--- config.mk ---
export PLATFORM = sky130hd
export DESIGN_NAME = match_controller
export DESIGN_NICKNAME = d
export VERILOG_FILES = /design/src/rtl/pong_pkg.sv /design/src/rtl/serve_timer.sv /design/src/rtl/match_controller.sv
export SDC_FILE = /design/constraint.sdc
export NUM_CORES = 1
export LEC_CHECK = 0
export BUFFER_PORTS_ARGS = -buffer_cell sky130_fd_sc_hd__buf_2
export CORE_MARGIN = 8
export CORE_UTILIZATION = 45
export CTS_CLUSTER_SIZE = 25
export DETAILED_ROUTE_END_ITERATION = 8
export MAX_ROUTING_LAYER = met4
export PLACE_DENSITY = 0.58
export REMOVE_ABC_BUFFERS = 1
export SYNTH_ARGS = -nofsm -noshare
export SYNTH_HDL_FRONTEND = slang
export SYNTH_HIERARCHICAL = 1
export SYNTH_SLANG_ARGS = --single-unit
--- constraint.sdc ---
create_clock -name clk -period 4 [get_ports clk]
set_clock_uncertainty 0.2 [all_clocks]
set_input_delay 0.2 -clock clk [delete_from_list [all_inputs] [get_ports clk]]
set_output_delay 0.2 -clock clk [all_outputs]
set_load 0.01 [all_outputs]
--- src/rtl/pong_pkg.sv ---
// Shared types and constants for the Pong match sequencing logic.
package pong_pkg;

  typedef enum logic [2:0] {
    IDLE,
    SERVE_WAIT,
    PLAY,
    POINT,
    GAME_OVER
  } state_t;

  localparam logic SIDE_LEFT  = 1'b0;
  localparam logic SIDE_RIGHT = 1'b1;

  localparam int MAX_SCORE = 99;
  localparam int SCORE_W   = 7;

  function automatic logic [SCORE_W-1:0] sat_inc(input logic [SCORE_W-1:0] v);
    if (v >= SCORE_W'(MAX_SCORE)) return v;
    return v + SCORE_W'(1);
  endfunction

endpackage

--- src/rtl/serve_timer.sv ---
// Serve-delay down-counter: preset while load is high, counts while en is high,
// done fires on the enabled cycle in which the count has reached zero.
module serve_timer #(
  parameter int DELAY = 50_000_000,
  parameter int W     = 26
) (
  input  logic clk,
  input  logic reset,
  input  logic load,
  input  logic en,
  output logic done
);

  logic [W-1:0] cnt;

  always_ff @(posedge clk or negedge reset) begin
    if (!reset) begin
      cnt <= '0;
    end else if (load) begin
      cnt <= W'(DELAY - 1);
    end else if (en && (cnt != '0)) begin
      cnt <= cnt - W'(1);
    end
  end

  assign done = en && !load && (cnt == '0);

endmodule

--- src/rtl/match_controller.sv ---
// Pong match sequencer: turns misses into score pulses, times the serve and
// detects game over. Drives the two score_counter instances.
//
// state      | meaning
// IDLE       | after reset, waiting for a start edge
// SERVE_WAIT | ball held at centre while the serve timer runs
// PLAY       | ball in motion, watching for misses
// POINT      | one cycle: inc pulse out, mirror updated, win check
// GAME_OVER  | play frozen, winner latched, waiting for a start edge
module match_controller
  import pong_pkg::*;
#(
  parameter int WIN_SCORE   = 11,
  parameter int SERVE_DELAY = 50_000_000,
  parameter int DLY_W       = 26
) (
  input  logic clk,
  input  logic reset,
  input  logic start,
  input  logic pause,
  input  logic miss_left,
  input  logic miss_right,
  output logic inc_left,
  output logic inc_right,
  output logic clear_scores,
  output logic ball_reset,
  output logic play_en,
  output logic serve_dir,
  output logic game_over,
  output logic winner
);

  localparam logic [SCORE_W-1:0] WIN_VAL = SCORE_W'(WIN_SCORE);

  state_t               state;
  logic                 start_q;
  logic                 start_edge;
  logic [SCORE_W-1:0]   score_l;
  logic [SCORE_W-1:0]   score_r;
  logic [SCORE_W-1:0]   next_l;
  logic [SCORE_W-1:0]   next_r;
  logic                 timer_load;
  logic                 timer_en;
  logic                 timer_done;

  assign start_edge = start && !start_q;
  assign next_l     = sat_inc(score_l);
  assign next_r     = sat_inc(score_r);

  // The timer stays preset outside SERVE_WAIT so every wait starts full.
  assign timer_load = (state != SERVE_WAIT);
  assign timer_en   = (state == SERVE_WAIT) && !pause;

  serve_timer #(
    .DELAY (SERVE_DELAY),
    .W     (DLY_W)
  ) u_serve_timer (
    .clk   (clk),
    .reset (reset),
    .load  (timer_load),
    .en    (timer_en),
    .done  (timer_done)
  );

  always_ff @(posedge clk or negedge reset) begin
    if (!reset) begin
      state        <= IDLE;
      start_q      <= 1'b0;
      score_l      <= '0;
      score_r      <= '0;
      inc_left     <= 1'b0;
      inc_right    <= 1'b0;
      clear_scores <= 1'b0;
      ball_reset   <= 1'b1;
      play_en      <= 1'b0;
      serve_dir    <= SIDE_LEFT;
      game_over    <= 1'b0;
      winner       <= SIDE_LEFT;
    end else begin
      start_q      <= start;
      inc_left     <= 1'b0;
      inc_right    <= 1'b0;
      clear_scores <= 1'b0;

      case (state)
        IDLE, GAME_OVER: begin
          if (start_edge) begin
            clear_scores <= 1'b1;
            score_l      <= '0;
            score_r      <= '0;
            game_over    <= 1'b0;
            state        <= SERVE_WAIT;
          end
        end

        SERVE_WAIT: begin
          if (timer_done) begin
            ball_reset <= 1'b0;
            play_en    <= 1'b1;
            state      <= PLAY;
          end
        end

        PLAY: begin
          play_en <= !pause;
          if (miss_left && miss_right) begin
            ball_reset <= 1'b1;
            play_en    <= 1'b0;
            state      <= SERVE_WAIT;
          end else if (miss_right) begin
            inc_left   <= 1'b1;
            serve_dir  <= SIDE_RIGHT;
            ball_reset <= 1'b1;
            play_en    <= 1'b0;
            state      <= POINT;
          end else if (miss_left) begin
            inc_right  <= 1'b1;
            serve_dir  <= SIDE_LEFT;
            ball_reset <= 1'b1;
            play_en    <= 1'b0;
            state      <= POINT;
          end
        end

        POINT: begin
          // inc_left/inc_right are high exactly in this cycle and name the scorer.
          if (inc_left) begin
            score_l <= next_l;
            if (next_l == WIN_VAL) begin
              game_over <= 1'b1;
              winner    <= SIDE_LEFT;
              state     <= GAME_OVER;
            end else begin
              state <= SERVE_WAIT;
            end
          end else begin
            score_r <= next_r;
            if (next_r == WIN_VAL) begin
              game_over <= 1'b1;
              winner    <= SIDE_RIGHT;
              state     <= GAME_OVER;
            end else begin
              state <= SERVE_WAIT;
            end
          end
        end

        default: state <= IDLE;
      endcase
    end
  end

endmodule
==> metrics.cfg, run 1 <==
[outcome]
outcome=complete, no violations

[drt]
dr.pass1.iters=4
drt-initial-drc-count=98
routed_via_density=5.86
wl_per_cell_um=14.7
via_count=2396
post-route-drc-count=0
postRouteAntennaNets=0
wirelength_um=6010

[critical_path]
cp_max_fo=14
crit_type=register to register
slowest_delay_ps=670
crit_chain=inv_1 -> or3_1 -> buf_4 -> nor2_1 -> nand3_1 -> nor4_1 -> o31a_1 -> o21ai_0 -> a21o_1
cp.required_ps=4000
critPathCaptureType=register
start_kind=register
slowest_stage=nor4_1
cp.arrival_ps=3160

[global_routing]
antenna_found_initial=0
grt_pass1_vias=2296
grt_pass1_wl_um=10700
gr-usage-all-layers_pct=13.6
grt_start_max_net_pins=36
grt_overflow=0

[clock_network]
cts.clk_slew.worst_paths_ps=90
cts_tree=yes
htreeDepth=2
cts_buffers=5
clock_latency_ps=300
cts_resized=0
clock_sinks=52
cts_root_buffer=clkbuf_8
clk_path_buf_depth=2

[die]
ios=14
dieHeight_um=97.6
fp.dieW_um=97.6
core_area_mm2=0.00639
core.rowCount=29
start_util_pct=46.9
die-area_mm2=0.00952

[timing]
hold_violations=0
setup_tns_ps=0
rsz0062_at_grt=no
clock.fmax_mhz=317
min_period_ps=3160
slew_headroom_pct=48.5
post-route-period-util_pct=79.0
fin_hold_ws_ps=79.0
worstMarginPinSlew_ps=772
finalSetupViolCount=0
drv_slew=0

[synthesis]
async_flop_share_pct=100
synth.avg_cell_area_um2=9.33
synth_edf_count=0
synth_cells=321
synthDistinctLibCells=66
ys_seq_elements=52
yosys_most_used_dff=dfrtp_1
synth_area_mm2=0.00299
yosysWarnings=6
seq_area_frac_synth_pct=43.5

[finish]
fin_util_pct=50.1
area_growth_pct=6.94
nets=345
drive_gt1_share_pct=12.3
antenna_cells=0
n_fill_cell=598

[place]
port_buffers=13
gp_congestion=0.823
place_hpwl_um=4240

[worst_hold_path]
hold_path_class=input port to register

[pwr]
power_leakage_nw=1.25
p_per_area_mw_per_mm2=327
peakVddDrop_mv=0.245

[run]
maxCapViolations=0

==> Yosys cell counts, drive strengths merged (3+ instances only) <==
| cell | n | share of area (%) |
|---|---|---|
| nand2 | 28 | 3.6 |
| and2 | 9 | 1.9 |
| nand3 | 16 | 2.7 |
| a21o | 3 | 0.75 |
| nor3 | 11 | 2.0 |
| xnor2 | 7 | 2.0 |
| and3 | 3 | 0.63 |
| nand4 | 5 | 1.0 |
| nor2 | 37 | 4.6 |
| inv | 9 | 1.1 |
| buf | 8 | 1.9 |
| or4 | 9 | 2.4 |
| a211oi | 5 | 1.4 |
| or3 | 7 | 1.5 |
| nor4 | 9 | 2.3 |
| o31ai | 13 | 3.9 |
| nor2b | 5 | 1.0 |
| ha | 7 | 2.9 |
| dfrtp | 51 | 43 |
| o21ai | 14 | 2.3 |
| clkbuf | 6 | 0.79 |
| a21oi | 10 | 1.7 |
| nand2b | 4 | 0.84 |
| xor2 | 4 | 1.2 |
==> report_power, final <==
part	internal, mW	switching [mW]
sequential	0.560	0.0433
clock	0.119	0.166
combinational	0.0637	0.0958
==> sequential cells by signal (all words and copies together), names as in the netlist <==
name               cells
state                  3
inc_left               1
winner                 1
u_serve_timer/cnt     26
play_en                1
ball_reset             1
clear_scores           1
game_over              1
serve_dir              1
score_r                7
score_l                7
inc_right              1
start_q                1
==> metal layers <==
layer  part of all wire (%)  wire length (um)  global-route usage, %
met4                    1.0                61                   4.55
met3                    2.8               168                   2.70
met5                      0                 0                      -
met2                     49              2920                   21.8
met1                     48              2860                   16.7
==> cells in the final DEF, fill, tap and decap left out, drive strengths merged, types with 3 or more instances in the layout <==
cell type,count
a211oi,5
a21o,3
a21oi,10
and2,9
and3,3
buf,15
clkbuf,5
dfrtp,51
dlygate4sd3,3
ha,7
inv,9
nand2,28
nand2b,4
nand3,16
nand4,5
nor2,37
nor2b,5
nor3,11
nor4,9
o21ai,14
o31ai,13
or3,7
or4,9
xnor2,7
xor2,4
==> worst max-delay path, delay by kind of cell (launching register included) <==
kind | cells | cell delay (ps)
AO/OA/AOI/OAI | 3 | 420
buffers and inverters | 2 | 320
flip-flops | 1 | 430
AND/OR/NAND/NOR | 4 | 1690
==> through the flow <==
| stage | instances | total power, mW | setup WS [ps] | cell area [um2] |
|---|---|---|---|---|
| finish | 409 | 1.05 | 841 | 3200 |
| global route | 409 | 1.12 | 510 | 3200 |
| CTS | 409 | 1.07 | 821 | 3200 |
| detailed placement | 399 | 0.774 | 851 | 3090 |
| global placement | 399 | 0.769 | 871 | 3090 |
| floorplan | 307 | 0.715 | 1230 | 2910 |
==> layout make-up <==
class                      count  area (um2)  share of cell area [%]
multi-input combinational    245        1570                    49.2
sequential                    52        1300                    40.7
timing repair buffer          18         110                    3.44
tap                           77        96.3                    3.01
clock buffer                   5        68.8                    2.15
inverter                      10        37.5                    1.17
clock inverter                 2        12.5                   0.391
==> timing repair <==
action                    CTS  global route
buffers inserted            0             0
hold endpoints to repair   19             0
hold buffers                3             0
==> cell families (layout without fill, tap and decap cells) <==
family / after synthesis / after routing / share of synthesized area (%)
simple gates: 152 / 152 / 27.2
compound gates: 71 / 71 / 17.7
flops: 52 / 52 / 43.5
buf+inv: 24 / 35 / 3.93
xor+xnor: 11 / 11 / 3.22
fa+ha+maj: 7 / 7 / 2.93
mux: 4 / 4 / 1.55
==> final timing paths <==
path	startpoint	endpoint	slack, ps	cells after the start
max	state[0]	state[0]	840	9
min	miss_left	inc_right	80	3
max reg2reg	state[0]	state[0]	840	9
min reg2reg	game_over	game_over	290	2
max in group asynchronous	reset	ball_reset	2620	3
min in group asynchronous	reset	score_l[3]	160	2
Note: power is estimated with default switching activity, not from simulation.
==> inputs of run 2 (changes only) <==
--- a/config.mk
+++ b/config.mk
@@ -5,13 +5,14 @@
 export SDC_FILE = /design/constraint.sdc
 export NUM_CORES = 1
 export LEC_CHECK = 0
+export ABC_AREA = 1
 export BUFFER_PORTS_ARGS = -buffer_cell sky130_fd_sc_hd__buf_2
 export CORE_MARGIN = 8
 export CORE_UTILIZATION = 45
 export CTS_CLUSTER_SIZE = 25
 export DETAILED_ROUTE_END_ITERATION = 8
 export MAX_ROUTING_LAYER = met4
-export PLACE_DENSITY = 0.58
+export PLACE_DENSITY = 0.61
 export REMOVE_ABC_BUFFERS = 1
 export SYNTH_ARGS = -nofsm -noshare
 export SYNTH_HDL_FRONTEND = slang
==> constraint.sdc (replaced) <==
create_clock -name clk -period 2.6 [get_ports clk]
set_clock_uncertainty 0.2 [all_clocks]
set_input_delay 0.13 -clock clk [delete_from_list [all_inputs] [get_ports clk]]
set_output_delay 0.13 -clock clk [all_outputs]
set_load 0.01 [all_outputs]
==> metrics.cfg, run 2 <==
[synthesis]
synth_edf_count=0  ; unchanged
yosys_most_used_dff=dfrtp_1  ; unchanged
synth_cells=483  ; was 321
yosysWarnings=6  ; unchanged
ys_seq_elements=52  ; unchanged
synthTopCellsByArea=dfrtp_1, nand2_1, nand3_1, nor2_1, inv_1  ; was dfrtp_1, nor2_1, nand2_1, ha_1, o31ai_1
synth_most_common_cell=nand2_1  ; was dfrtp_1
netlist_top_cells_count=nand2_1, nor2_1, nand3_1  ; was dfrtp_1, nor2_1, nand2_1
synthDistinctLibCells=33  ; was 66
yosys.area.top_type_share_pct=37.2  ; was 42.6%
synth_area_mm2=0.00343  ; was 0.00299 mm2
synth.avg_cell_area_um2=7.11  ; was 9.33 um2
async_flop_share_pct=100  ; unchanged
synth_area_leader_cell=dfrtp_1  ; unchanged
seq_area_frac_synth_pct=37.9  ; was 43.5%

[finish]
fin_util_pct=49.9  ; was 50.1%
nets=517  ; was 345
reg.largest.list=u_serve_timer/cnt x26, score_l x7, score_r x7  ; unchanged
antenna_cells=0  ; unchanged
drive_gt1_share_pct=14.7  ; was 12.3%
largest_reg_flops=26  ; unchanged
n_fill_cell=764  ; was 598
layout_commonest_cell=nand2_1  ; was dfrtp_1
multi_input_area_mm2=0.00185  ; was 0.00157 mm2
final_cell_mix=nand2_1, nor2_1, nand3_1  ; was dfrtp_1, nor2_1, nand2_1
fin_cells=607  ; was 409
area_growth_pct=9.87  ; was 6.94%
top_register=u_serve_timer/cnt  ; unchanged
regArea_mm2=0.00130  ; unchanged

[run]
maxCapViolations=0  ; unchanged

[die]
start_util_pct=45.4  ; was 46.9%
ios=14  ; unchanged
dieHeight_um=103  ; was 97.6 um
die-area_mm2=0.0107  ; was 0.00952 mm2
fp.dieW_um=103  ; was 97.6 um
core_area_mm2=0.00757  ; was 0.00639 mm2
core.rowCount=32  ; was 29

[place]
gp_congestion=0.871  ; was 0.823
port_buffers=13  ; unchanged
dp_cells=594  ; was 399
place_hpwl_um=5900  ; was 4240 um
preCtsSetupSlack_ps=179  ; was 851 ps

[pwr]
power_leakage_nw=1.98  ; was 1.25 nW
peakVddDrop_mv=0.451  ; was 0.245 mV
design_power_total_mw=3.17  ; was 1.05 mW
p_per_area_mw_per_mm2=841  ; was 327 mW/mm2

[timing]
slew_headroom_pct=67.5  ; was 48.5%
finalSetupViolCount=0  ; unchanged
hold_violations=0  ; unchanged
min_period_ps=2330  ; was 3160 ps
setup_tns_ps=0  ; unchanged
drv_slew=0  ; unchanged
rsz0062_at_grt=no  ; unchanged
clock.fmax_mhz=429  ; was 317 MHz
worstMarginPinSlew_ps=486  ; was 772 ps
post-route-period-util_pct=89.7  ; was 79.0%
final.setup.worst_slack_ps=267  ; was 841 ps

[critical_path]
worst-r2r-cell-count=12  ; was 9
cp_max_fo=7  ; was 14
crit_type=register to register  ; unchanged
cp.arrival_ps=2390  ; was 3160 ps
start_kind=register  ; unchanged
critPathCaptureType=register  ; unchanged
cp.required_ps=2660  ; was 4000 ps

[clock_network]
cts_root_buffer=clkbuf_8  ; unchanged
cts_setup_buffers=0  ; unchanged
cts_buffers=5  ; unchanged
cts_tree=yes  ; unchanged
clock_sinks=52  ; unchanged
cts.clk_slew.worst_paths_ps=100  ; was 90 ps
clock_latency_ps=320  ; was 300 ps
clk_path_buf_depth=2  ; unchanged
htreeDepth=2  ; unchanged

[drt]
dr.pass1.iters=4  ; unchanged
routed_via_density=5.07  ; was 5.86
drt-initial-drc-count=150  ; was 98
wirelength_um=7930  ; was 6010 um
post-route-drc-count=0  ; unchanged
postRouteAntennaNets=0  ; unchanged
via_count=3079  ; was 2396
wl_per_cell_um=13.1  ; was 14.7 um

[global_routing]
gr-usage-all-layers_pct=16.9  ; was 13.6%
antenna_found_initial=0  ; unchanged
grt_start_max_net_pins=22  ; was 36
grt_pass1_wl_um=13700  ; was 10700 um
grt_pass1_vias=3017  ; was 2296
grt_overflow=0  ; unchanged

[worst_hold_path]
hold_path_class=input port to register  ; unchanged
whs_path_depth=4  ; was 3

[outcome]
outcome=complete, no violations  ; unchanged

[run 2: cell type report]
cell class              count  area share (%)
clock buffers               5            1.82
clock inverters             3            1.23
inverters                  62            6.17
multi-input cells         361            49.0
flip-flops and latches     52            34.5
well taps                 102            3.38
repair buffers             22            3.85
[run 2: final timing paths]
kind	start	endpoint	slack [ps]
setup / recovery	u_serve_timer/cnt[0]	state[0]	270
setup reg to reg	u_serve_timer/cnt[0]	state[0]	270
max in group asynchronous	reset	ball_reset	1490
min in group asynchronous	reset	score_l[1]	70
hold reg to reg	start_q	clear_scores	260
hold / removal	miss_left	inc_right	50
[run 2: report_power, final]
part           internal [mW]  switching, mW
Clock                  0.292          0.291
Combinational          0.449          0.928
Sequential              1.01          0.207
Total                   1.75           1.43
[run 2: critical path, cell delays in order (launching register included)]
cell	delay [ps]
dfrtp_1	420
inv_1	160
ha_1	310
nand2_2	120
nor2_4	210
nand2_4	90
nor4_2	250
nor2_1	80
inv_1	70
nand3_1	110
a21oi_1	130
nand2_1	60
nand2_1	50
[run 2: kinds of logic after synthesis]
group | Yosys count | share of synthesized area, %
compound gates | 41 | 7.58
xor+xnor | 9 | 2.30
fa+ha+maj | 7 | 2.55
buf+inv | 70 | 8.52
flops | 52 | 37.9
simple gates | 304 | 41.1
[run 2: layer usage]
metal  up-vias  wire length, um  GRT usage, %
met4         0              153          5.90
met2        45             3970          30.1
met3        11              247          2.88
li1       1599                -             -
met1      1424             3560          18.5
met5         -                0             -
[run 2: timing repair]
action / CTS / global route
hold buffers: 5 / 0
resized for setup: 0 / 2
endpoints found under the setup margin: 0 / 16
hold endpoints to repair: 55 / 0
[run 2: through the flow]
step / hold WS [ps] / area, um2
2_1_floorplan: -366 / 3370
3_3_place_gp: -109 / 3600
3_5_place_dp: -111 / 3600
4_1_cts: 18.6 / 3760
5_1_grt: 50.6 / 3770
6_report: 46.7 / 3770
